`src/rtl/op_issue_pkg.sv`:
```
// op_issue_pkg: opcode, condition-code and FSM encodings shared by the issue stage
package op_issue_pkg;
  localparam logic [3:0] OP_ADD = 4'b0100;
  localparam logic [3:0] OP_ADC = 4'b0101;
  localparam logic [3:0] CC_EQ = 4'b0000;
  localparam logic [3:0] CC_NE = 4'b0001;
  localparam logic [3:0] CC_CS = 4'b0010;
  localparam logic [3:0] CC_CC = 4'b0011;
  localparam logic [3:0] CC_MI = 4'b0100;
  localparam logic [3:0] CC_PL = 4'b0101;
  localparam logic [3:0] CC_AL = 4'b1110;
  typedef enum logic [1:0] {S_IDLE, S_DECODE, S_ISSUE, S_WB} state_t;
  function automatic logic cond_legal(input logic [3:0] c, input bit allow);
    return allow ? (c inside {CC_EQ, CC_NE, CC_CS, CC_CC, CC_MI, CC_PL, CC_AL}) : c == CC_AL;
  endfunction
  function automatic logic cond_pass(input logic [3:0] c, input logic [2:0] nzc);
    return c == CC_EQ ? nzc[1] : c == CC_NE ? !nzc[1] :
           c == CC_CS ? nzc[0] : c == CC_CC ? !nzc[0] :
           c == CC_MI ? nzc[2] : c == CC_PL ? !nzc[2] : c == CC_AL;
  endfunction
endpackage

```
`src/rtl/op_regfile.sv`:
```
// op_regfile: register file with two registered read ports, one write port and a combinational debug read
module op_regfile #(
  parameter int DATA_W = 32,
  parameter int NREGS = 16,
  localparam int AW = $clog2(NREGS)
) (
  input  logic              clk,
  input  logic              rst,
  input  logic              re,
  input  logic [AW-1:0]     ra_a,
  input  logic [AW-1:0]     ra_b,
  output logic [DATA_W-1:0] rd_a,
  output logic [DATA_W-1:0] rd_b,
  input  logic              we,
  input  logic [AW-1:0]     wa,
  input  logic [DATA_W-1:0] wd,
  input  logic [AW-1:0]     dbg_addr,
  output logic [DATA_W-1:0] dbg_data
);
  logic [DATA_W-1:0] mem [NREGS];
  always_ff @(posedge clk or negedge rst)
    if (!rst) begin
      for (int i = 0; i < NREGS; i++) mem[i] <= '0;
      rd_a <= '0;
      rd_b <= '0;
    end else begin
      if (we) mem[wa] <= wd;
      if (re) begin
        rd_a <= mem[ra_a];
        rd_b <= mem[ra_b];
      end
    end
  assign dbg_data = mem[dbg_addr];
endmodule

```
`src/rtl/op_issue.sv`:
```
// op_issue: decode, condition check and issue of ADD/ADC words to op_add, with writeback and flag register
module op_issue
  import op_issue_pkg::*;
#(
  parameter int DATA_W = 32,
  parameter int NREGS = 16,
  parameter bit ALLOW_CC = 1'b1
) (
  input  logic              clk,
  input  logic              rst,
  input  logic              in_valid,
  output logic              in_ready,
  input  logic [31:0]       in_instr,
  output logic              ex_en_inst,
  output logic              ex_imm,
  output logic [4:0]        ex_instruction,
  output logic              ex_s,
  output logic [DATA_W-1:0] ex_rn,
  output logic [DATA_W-1:0] ex_rm,
  output logic [11:0]       ex_imm_operand,
  output logic [4:0]        ex_imm_shift,
  output logic [1:0]        ex_stype,
  output logic              ex_carry_in,
  output logic              ex_zero_in,
  output logic              ex_neg_in,
  input  logic [DATA_W-1:0] ex_rd,
  input  logic              ex_carry_out,
  input  logic              ex_zero_out,
  input  logic              ex_neg_out,
  output logic              retire,
  output logic              skipped,
  output logic              illegal,
  output logic [2:0]        flags,
  input  logic [3:0]        dbg_addr,
  output logic [DATA_W-1:0] dbg_data
);
  state_t state, state_n;
  logic [31:0] ir;
  logic [2:0] nzc;
  logic [3:0] cond, op, rn, rd, rm;
  logic i_bit, bad, go, wb;
  assign cond = ir[31:28];
  assign i_bit = ir[25];
  assign op = ir[24:21];
  assign rn = ir[19:16];
  assign rd = ir[15:12];
  assign rm = ir[3:0];
  assign in_ready = state == S_IDLE;
  assign wb = state == S_WB;
  assign flags = nzc;
  assign {ex_neg_in, ex_zero_in, ex_carry_in} = nzc;
  assign bad = ir[27:26] != 2'b00 || !(op == OP_ADD || op == OP_ADC) || (!i_bit && ir[4]) ||
               rn == 4'd15 || rd == 4'd15 || (!i_bit && rm == 4'd15) || !cond_legal(cond, ALLOW_CC);
  assign go = state == S_DECODE && !bad && cond_pass(cond, nzc);
  always_ff @(posedge clk or negedge rst)
    if (!rst) state <= S_IDLE;
    else state <= state_n;
  always_comb begin
    state_n = state;
    unique case (state)
      S_IDLE:   state_n = in_valid ? S_DECODE : S_IDLE;
      S_DECODE: state_n = go ? S_ISSUE : S_IDLE;
      S_ISSUE:  state_n = S_WB;
      default:  state_n = S_IDLE;
    endcase
  end
  // operand data comes from the regfile read ports, enabled by the same go that captures the fields
  always_ff @(posedge clk or negedge rst)
    if (!rst) begin
      ir <= '0;
      nzc <= '0;
      ex_en_inst <= 1'b0;
      ex_imm <= 1'b0;
      ex_instruction <= '0;
      ex_s <= 1'b0;
      ex_imm_operand <= '0;
      ex_imm_shift <= '0;
      ex_stype <= '0;
      retire <= 1'b0;
      skipped <= 1'b0;
      illegal <= 1'b0;
    end else begin
      ex_en_inst <= state_n == S_ISSUE || state_n == S_WB;
      retire <= wb;
      skipped <= state == S_DECODE && !bad && !go;
      illegal <= state == S_DECODE && bad;
      if (in_valid && in_ready) ir <= in_instr;
      if (wb) nzc <= {ex_neg_out, ex_zero_out, ex_carry_out};
      if (go) begin
        ex_imm <= i_bit;
        ex_instruction <= {1'b0, op};
        ex_s <= ir[20];
        ex_imm_operand <= ir[11:0];
        ex_imm_shift <= ir[11:7];
        ex_stype <= ir[6:5];
      end
    end
  op_regfile #(.DATA_W(DATA_W), .NREGS(NREGS)) u_rf (
    .clk(clk), .rst(rst), .re(go), .ra_a(rn), .ra_b(rm), .rd_a(ex_rn), .rd_b(ex_rm),
    .we(wb), .wa(rd), .wd(ex_rd), .dbg_addr(dbg_addr), .dbg_data(dbg_data)
  );
endmodule

```
`config.mk`:
```
export PLATFORM = sky130hd
export DESIGN_NAME = op_issue
export DESIGN_NICKNAME = d
export VERILOG_FILES = /design/src/rtl/op_issue_pkg.sv /design/src/rtl/op_regfile.sv /design/src/rtl/op_issue.sv
export SDC_FILE = /design/constraint.sdc
export NUM_CORES = 1
export LEC_CHECK = 0
export CAP_MARGIN = 10
export CORE_ASPECT_RATIO = 1.2
export CORE_MARGIN = 3
export CORE_UTILIZATION = 30
export DETAILED_ROUTE_END_ITERATION = 16
export HOLD_SLACK_MARGIN = 0.1
export PLACE_DENSITY = 0.51
export SLEW_MARGIN = 20
export SYNTH_ARGS = -nofsm -noshare
export SYNTH_HDL_FRONTEND = slang
export SYNTH_SLANG_ARGS = --single-unit
```
`constraint.sdc`:
```
create_clock -name clk -period 2.71 [get_ports clk]
set_input_delay 0.542 -clock clk [delete_from_list [all_inputs] [get_ports clk]]
set_output_delay 0.542 -clock clk [all_outputs]
set_load 0.02 [all_outputs]
```
Yosys cells after proc, flatten, opt, wreduce, memory -nomap -nowiden. Cells that the tools add are included.

Magnitude comparators: 5. $mul: 0. Shift operators: 0. Mux-type cells: 21. Eq/ne operators: 16. Divide/modulo/power cells: 0. Reductions and logical operators: 28. Bitwise logic cells: 4. Add/subtract/negate cells: 0.

Operators with widths (number): 512-bit bitwise mux (1); 32-bit binary-select mux with 4-bit select (3); 32-bit two-way mux (7); 32-bit demux with 4-bit select (1); 5-bit greater-or-equal comparator (second input constant) (4); 4-bit NOT with 5-bit output (4); 4-bit by 3-bit == test with 1-bit output (second input constant) (4); 4-bit == test (second input constant) (4); 2-bit == test (second input constant) (4); 4-bit by 2-bit == test with 1-bit output (second input constant) (2); 1-bit logical AND (8); 1-bit zero test (8); 1-bit logical OR (8); 1-bit two-way mux (7); 7-bit nonzero test (1); 2-bit one-hot mux with 3 select lines (1); 5-bit by 1-bit less-than comparator with 1-bit output (second input constant) (1); 4-bit by 1-bit == test with 1-bit output (second input constant) (1); 4-bit zero test (1); 2-bit by 1-bit == test with 1-bit output (second input constant) (1); 2-bit zero test (1); 2-bit two-way mux (1); 2-bit nonzero test (1).

Bits in writable memories: 0. Register bits: 642. Latch bits: 0. ROM bits: 0. Bits of input ports: 74. Memories kept: 0. Output and inout bits: 133.

Depth between registers and ports, before layout. Gate-level depths: netlist of the first run.

Depth in word-level cells: 16. Mapped depth: 7. Gate-level depth less buffers: 4.

Cells and area by module. A second synthesis of the first run with hierarchy kept.

Cell total of the unflattened synthesis: 2169. Area, all modules: 35215.0 µm².

Modules (own cells, without submodules): op_regfile (area an instance 32834.0 µm², times used 1, cells each 2011, seq. area each 14413.8 µm²); op_issue (area an instance 2381.0 µm², times used 1, cells each 158, seq. area each 1451.4 µm²).

Least setup slack after synthesis of the first run. OpenSTA, ideal clock, no wires.

Path kind: input to output. From: input port dbg_addr[0]. To: output port dbg_data[11]. Slack: -22 ps. Arrival: 2190 ps. Stages: 4. Cells stage by stage: buf_2 buf_2 mux4_2 mux4_2.

Cells in the longest elaborated chain, start to end: 4.

Ends and longest elaborated chain: start: declaration (RTL line op_issue.sv:34) `input logic [3:0] dbg_addr,`; 4-bit NOT with 5-bit output (implied by the code) (RTL line op_regfile.sv:33) `assign dbg_data = mem[dbg_addr];`; 32-bit binary-select mux with 4-bit select (RTL line op_regfile.sv:33); 32-bit two-way mux (implied by the code) (2 in a row) (RTL line op_regfile.sv:33); end: declaration (RTL line op_issue.sv:35) `output logic [DATA_W-1:0] dbg_data`.

No other way between the ends. The select of a mux whose other input is x is not followed.

Final worst setup path of the first run.
From: register u_rf.mem[402] (netlist name). To: output port dbg_data[18].

Cells in the longest elaborated chain, start to end: 3.

Ends and longest elaborated chain: start: declaration (RTL line op_regfile.sv:20) `logic [DATA_W-1:0] mem [NREGS];`; start signal: indexed assignment (RTL line op_regfile.sv:27) `if (we) mem[wa] <= wd;`; 32-bit binary-select mux with 4-bit select (RTL line op_regfile.sv:33); 32-bit two-way mux (implied by the code) (2 in a row) (RTL line op_regfile.sv:33).

No other way between the ends. The select of a mux whose other input is x is not followed.

==> results.txt, run 1 <==
----------------------------------------------------
[STA]
  Setup TNS ... -1290 ps
  Max transition margin ... 30.9%
  Post-route fraction of the period consumed by the critical path ... 104%
  Number of hold violations in the final report ... 0
  Max Transition Viols Final ... 0
  Upper clock frequency limit ... 355 MHz
  Hold slack final ... 471 ps
  Post-route minimum period ... 2820 ps
  Worst Tran Pin Value ... 1030 ps
  Final clock skew ... 33.2 ps
  Setup violations, final ... 29
  Smallest setup slack after layout ... -111 ps
  Setup repair after global routing missed its margin ... yes

[Critical path]
  Critical path's top delay family ... multiplexers
  Kind of critical path ... reg2out
  Cell with the biggest individual delay on the critical path ... mux4_2
  Startpoint type of the worst setup path ... flip-flop
  Flop-to-flop setup slack ... 180 ps
  Data arrival, critical path ... 2280 ps
  Cells along the critical path ... mux4_2 -> mux4_2 -> buf_6
  Data required, critical path ... 2170 ps
  CP endpoint kind ... output port
  CP peak stage delay ... 560 ps
  CP dominant cell by count ... mux4_2
  Buffers plus inverters on the worst setup path ... 1
  Worst-path fanout max ... 4

[Logic synthesis]
  Synth area leaders ... dfrtp_1 45%, mux4_2 27%, mux2_2 16%
  Number of synthesis warnings ... 0
  Post-synthesis cell type with the largest combined area ... dfrtp_1
  Share of the synthesized area in the top cell type ... 45.1%
  Sequential-to-total area share from yosys stat ... 45.1%
  Async set-reset flop share out of synthesis ... 100%
  Library cells used by synthesis ... 38
  Post-Synthesis Mean Instance Area ... 16.2 um^2
  Net Count, Synth ... 2245
  Most frequently used cell type in the post-synthesis netlist ... dfrtp_1
  Post-synth top cells ... 634 x dfrtp_1, 496 x mux2_2, 416 x mux4_2, 128 x a22oi_1, 106 x clkbuf_1
  Number of synthesized flops with an enable pin ... 0
  Flops & latches, synth ... 634
  Gate Count Post-Synth ... 2171
  Synth Cell Area ... 35200 um^2
  Most used flip-flop cell after synthesis ... dfrtp_1

[Clocking]
  Clock tree from TritonCTS ... yes
  CTS H-tree depth ... 3
  Max clock buf depth ... 3
  Cell at the root of the clock tree ... clkbuf_16
  Clock Sinks ... 634
  Clock transition time at the flip-flop clock pins of the worst setup and hold paths ... 60 ps
  Number of buffers inserted during clock tree synthesis ... 72
  Clock latency at the later pin of the worst-skew pair ... 650 ps

[Power and ir drop]
  Maximum resistive drop on vdd ... 0.395 mV
  Power per standard cell area ... 582 nW/um^2
  P_leak ... 18.7 nW
  Total power ... 25.3 mW

[Placed design]
  Placed wire-length estimate after detailed placement ... 71.5 mm
  Gp weighted congestion ... 0.774
  Port bufs ... 205

[Global routing]
  Maximum number of pins on one net before global-route repair ... 131
  Number of antenna violations at the first check in global routing ... 5
  Total grt overflow ... 0
  Global-route usage over all layers ... 19.5%
  Vias in the first global route ... 24500
  Wire length of the first global-routing pass ... 176 mm

[Cells and area]
  Utilization after layout ... 37.3%
  Fraction of final layout cells with drive strength greater than 1 ... 55.0%
  Area overhead of the layout relative to synthesis ... 23.3%
  Post-layout nets ... 2542

[Route]
  Vias after detailed routing ... 22900
  Routed len/inst ... 29.3 um
  1st-iter DRT viols ... 1787
  DRC errors left ... 0
  Number of iterations in the first detailed-routing pass ... 5
  Wire length after detailed routing ... 119 mm
  Vias/cell ... 5.64
  Antenna violation net count after detailed routing ... 0

[Floorplan]
  Overall die width ... 319 um
  Total I/O pin count ... 207
  Die outline height ... 381 um
  CORE AREA ... 116000 um^2
  Die outline area ... 122000 um^2
  Starting utilization of the core area ... 30.3%
  # rows ... 137

[Status]
  Result of the run ... finished with violations
  Violations in the final reports ... setup timing

[Job]
  Max-cap check violation count ... 0

[Worst hold path]
  Path category of the worst min-delay check ... reg2reg

----------------------------------------------------
[report_power, final]
group | switching [mW] | internal (mW) | total, mW
sequential | 0.304 | 9.78 | 10.1
combinational | 2.49 | 2.14 | 4.63
clock | 4.15 | 6.40 | 10.6
[metal layers]
metal / up-vias / GRT usage (%) / share of wire, %
met5: - / 0 / 0.011
met4: 2 / 7.51 / 3.6
met3: 205 / 3.90 / 6.6
met2: 951 / 32.9 / 50
met1: 12500 / 24.7 / 40
li1: 9237 / - / -
[final cells by class]
cell class                 instances  area (um^2)
timing repair buffer             459         4780
tap                             1529         1910
inverter                           3         11.3
sequential                       634        15900
fill                           10800        73000
clock inverter                    25          369
clock buffer                     102         2160
multi-input combinational       1298        18300
antenna                            3         7.51
[cell families (layout without fill, tap and decap cells)]
kind of cell,after synthesis,after routing,synth area share [%]
muxes,1043,1043,47.0
AOI/OAI and AO/OA,136,136,3.01
xor gates and xnor gates,1,1,0.0249
buffers and inverters,239,589,3.38
and+or+nand+nor,117,117,1.49
other,1,4,0.0106
DFF,634,634,45.1
[layout by cell type, fill, tap and decap left out, drive strengths merged, types with 2 or more instances in the layout]
cell type	n
dfrtp	634
mux2	625
mux4	416
buf	288
clkdlybuf4s50	168
a22oi	128
clkbuf	104
nand2	70
nor2	18
clkinv	14
bufinv	9
nor2b	6
inv	5
nand2b	5
nor3	4
diode	3
and2	3
mux2i	2
nand4	2
nand4b	2
or4	2
nor4	2
[stage by stage]
stage,instance area (um^2),worst slack [ps],std cells
floorplan,35200,-21.9,2171
global placement,39800,-638,3796
detailed placement,39800,-649,3798
CTS,43100,-173,4013
global route,43400,-176,4051
finish,43400,-111,4053
[registers in the layout, indices dropped and copies added, names as in the netlist, 3 cells and up]
| name | cells |
|---|---|
| ex_imm_operand | 12 |
| ex_instruction | 4 |
| flags | 3 |
| ir | 32 |
| u_rf.mem | 512 |
| u_rf.rd_a | 32 |
| u_rf.rd_b | 32 |
[worst paths after layout]
kind,start,endpoint,cells after the start
setup / recovery,u_rf.mem[402],dbg_data[18],3
hold / removal,ex_instruction[2],ex_instruction[2],1
setup reg to reg,ir[19],u_rf.rd_a[0],5
hold reg to reg,ex_instruction[2],ex_instruction[2],1
max in group asynchronous,rst,u_rf.mem[5],3
min in group asynchronous,rst,u_rf.mem[153],2
[timing repair]
| action | 4_1_cts | 5_1_grt |
|---|---|---|
| hold buffers | 1 | 0 |
| gates resized for setup | 186 | 4 |
| gates cloned | 1 | 0 |
| endpoints found under the setup margin | 32 | 33 |
| setup buffers | 86 | 38 |
| hold endpoints to repair | 42 | 0 |
(Power assumes the default switching activity.)
==> run 2: changes to the inputs <==
DONT_BUFFER_PORTS = 1   (was default)
PLACE_DENSITY = default   (was 0.51)
PLACE_DENSITY_LB_ADDON = 0.2   (was default)
==> run 2 against run 1 <==
The flow finishes with violations (hold timing, setup timing). Flip-flop and latch count did not move. Register-to-register slack improved by 50 ps. Largest power group unchanged. Fmax rose by 3.7%. Via count fell by 3.8%. Highest routed layer unchanged. Worst setup slack improved by 100 ps. Clock skew rose by 1.1 ps. Critical path type unchanged. Power fell by 2.4%.
==> results.txt, run 2 (same netlist as run 1, synthesis figures left out) <==
----------------------------------------------------
[Route]
  Routed len/inst ... 30.1 um
  1st-iter DRT viols ... 1774
  Number of iterations in the first detailed-routing pass ... 5
  Wire length after detailed routing ... 117 mm
  DRC errors left ... 0
  Vias/cell ... 5.67
  Antenna violation net count after detailed routing ... 0
  Vias after detailed routing ... 22000

[Cells and area]
  Layout Cell Area excl Fill ... 41500 um^2
  Post-layout nets ... 2367
  Area overhead of the layout relative to synthesis ... 17.9%
  Fraction of final layout cells with drive strength greater than 1 ... 55.8%
  Commonest cells after routing, fill and taps aside ... 630 x dfrtp_1, 496 x mux2_2, 416 x mux4_2
  Largest register by flop count ... u_rf.mem
  Most common library cell in the layout ignoring fill and taps ... dfrtp_1
  Number of flip-flops in the largest register ... 512

[Critical path]
  Data required, critical path ... 2170 ps
  Reg-to-reg critical path endpoint ... u_rf.rd_b[16]
  Reg-to-reg critical path startpoint ... ir[0]
  Data arrival, critical path ... 2180 ps
  Depth of the most critical reg-to-reg path ... 6
  CP endpoint kind ... output port
  Worst-path fanout max ... 4
  Startpoint type of the worst setup path ... flip-flop
  Flop-to-flop setup slack ... 230 ps
  Cells along the critical path ... mux4_2 -> mux4_2
  Cell with the biggest individual delay on the critical path ... mux4_2
  Kind of critical path ... reg2out
  CP dominant cell by count ... mux4_2
  CP peak stage delay ... 630 ps

[STA]
  Upper clock frequency limit ... 368 MHz
  Worst Tran Pin Value ... 981 ps
  Setup repair after global routing missed its margin ... yes
  Hold slack final ... -408 ps
  Max transition margin ... 34.6%
  Number of hold violations in the final report ... 45
  Final clock skew ... 34.4 ps
  Setup violations, final ... 4
  Post-route minimum period ... 2720 ps
  Max Transition Viols Final ... 0
  Setup TNS ... -16.4 ps
  Post-route fraction of the period consumed by the critical path ... 100%
  Smallest setup slack after layout ... -9.18 ps

[Clocking]
  Clock tree from TritonCTS ... yes
  Clock Sinks ... 634
  CTS H-tree depth ... 3
  Clock transition time at the flip-flop clock pins of the worst setup and hold paths ... 60 ps
  Clock latency at the later pin of the worst-skew pair ... 660 ps
  Cell at the root of the clock tree ... clkbuf_16
  Number of buffers inserted during clock tree synthesis ... 73
  Quantity of gates resized following cts ... 0
  Max clock buf depth ... 3

[Power and ir drop]
  Internal power consumption ... 17.9 mW
  P_leak ... 17.8 nW
  Maximum resistive drop on vdd ... 0.397 mV
  Part of the total power dissipated in the clock network ... 42.1%
  Combinational fraction of design power ... 16.4%
  Power per standard cell area ... 594 nW/um^2
  NetSw ... 6.80 mW
  Sw frac ... 27.5%
  Sequential Power Share ... 41.5%

[Floorplan]
  Die outline area ... 122000 um^2
  CORE AREA ... 116000 um^2
  Starting utilization of the core area ... 30.3%
  Die outline height ... 381 um
  Overall die width ... 319 um
  # rows ... 137
  Total I/O pin count ... 207

[Global routing]
  Global-route usage over all layers ... 19.2%
  Total grt overflow ... 0
  Wire length of the first global-routing pass ... 172 mm
  Vias in the first global route ... 23500
  Maximum number of pins on one net before global-route repair ... 635
  Number of antenna violations at the first check in global routing ... 14

[Placed design]
  Port bufs ... 0
  Placed wire-length estimate after detailed placement ... 66.7 mm
  Placed Instance Area ... 37300 um^2
  Gp weighted congestion ... 0.765

[Status]
  Result of the run ... finished with violations
  Violations in the final reports ... hold timing, setup timing

[Worst hold path]
  Path category of the worst min-delay check ... in2async

[Job]
  Max-cap check violation count ... 0

----------------------------------------------------
## run 2: repair_timing
item	CTS	global route
endpoints found under the setup margin	28	22
setup buffers	86	35
pin swaps	0	0
endpoints found under the hold margin	1182	23
hold buffers	68	2
## run 2: routing by layer
layer  routed length, um  part of all wire [%]  GRT usage [%]  vias up
met5                  63                 0.054              0        -
met4                3440                   2.9           6.11       12
met3                7180                   6.1           4.15      205
met2               57400                    49           31.9      750
met1               48800                    42           25.0    12100
li1                    -                     -              -     8899
## run 2: how the worst max path moves through the flow
stage	depth (start not counted)	endpoint	startpoint
2_1_floorplan	4	dbg_data[11]	dbg_addr[0]
3_3_place_gp	6	u_rf.rd_b[15]	ir[29]
3_5_place_dp	6	u_rf.rd_b[15]	ir[29]
4_1_cts	2	dbg_data[17]	u_rf.mem[401]
5_1_grt	2	dbg_data[31]	u_rf.mem[31]
6_report	2	dbg_data[0]	u_rf.mem[64]
## run 2: critical path, delay by kind of cell (launching register included)
kind | cells | cell delay [ps]
flip-flops | 1 | 410
multiplexers | 2 | 1110
## run 2: stage by stage
step	power [mW]	utilization, %	instances	setup slack, ps
final	24.7	35.7	3881	-9.18
after global routing	25.7	35.7	3877	-69.6
after CTS	24.8	35.3	3835	-73.4
after detailed placement	14.0	32.0	3552	84.0
after global placement	14.0	32.0	3552	121
after floorplan	12.9	-	2171	-21.9
## run 2: power by group through the flow
stage	sequential, mW	clock [mW]	combinational (mW)
after floorplan	10.2	0	2.71
after global placement	10.4	0	3.59
after detailed placement	10.4	0	3.63
after CTS	10.2	10.7	3.86
after global routing	10.3	11.1	4.29
final	10.2	10.4	4.04
## run 2: area by class of cell
class / count / area (um^2)
antenna: 5 / 12.5
clock buffer: 105 / 2160
tap: 1529 / 1910
fill: 10900 / 74900
clock inverter: 24 / 317
multi-input combinational: 1298 / 18300
sequential: 634 / 15900
timing repair buffer: 283 / 2930
inverter: 3 / 11.3
==> run 3: changes to the inputs <==
CTS_CLUSTER_SIZE = 30   (was default)
==> results of run 3 <==
Final layout, timing and power as in run 2 (identical DEF).
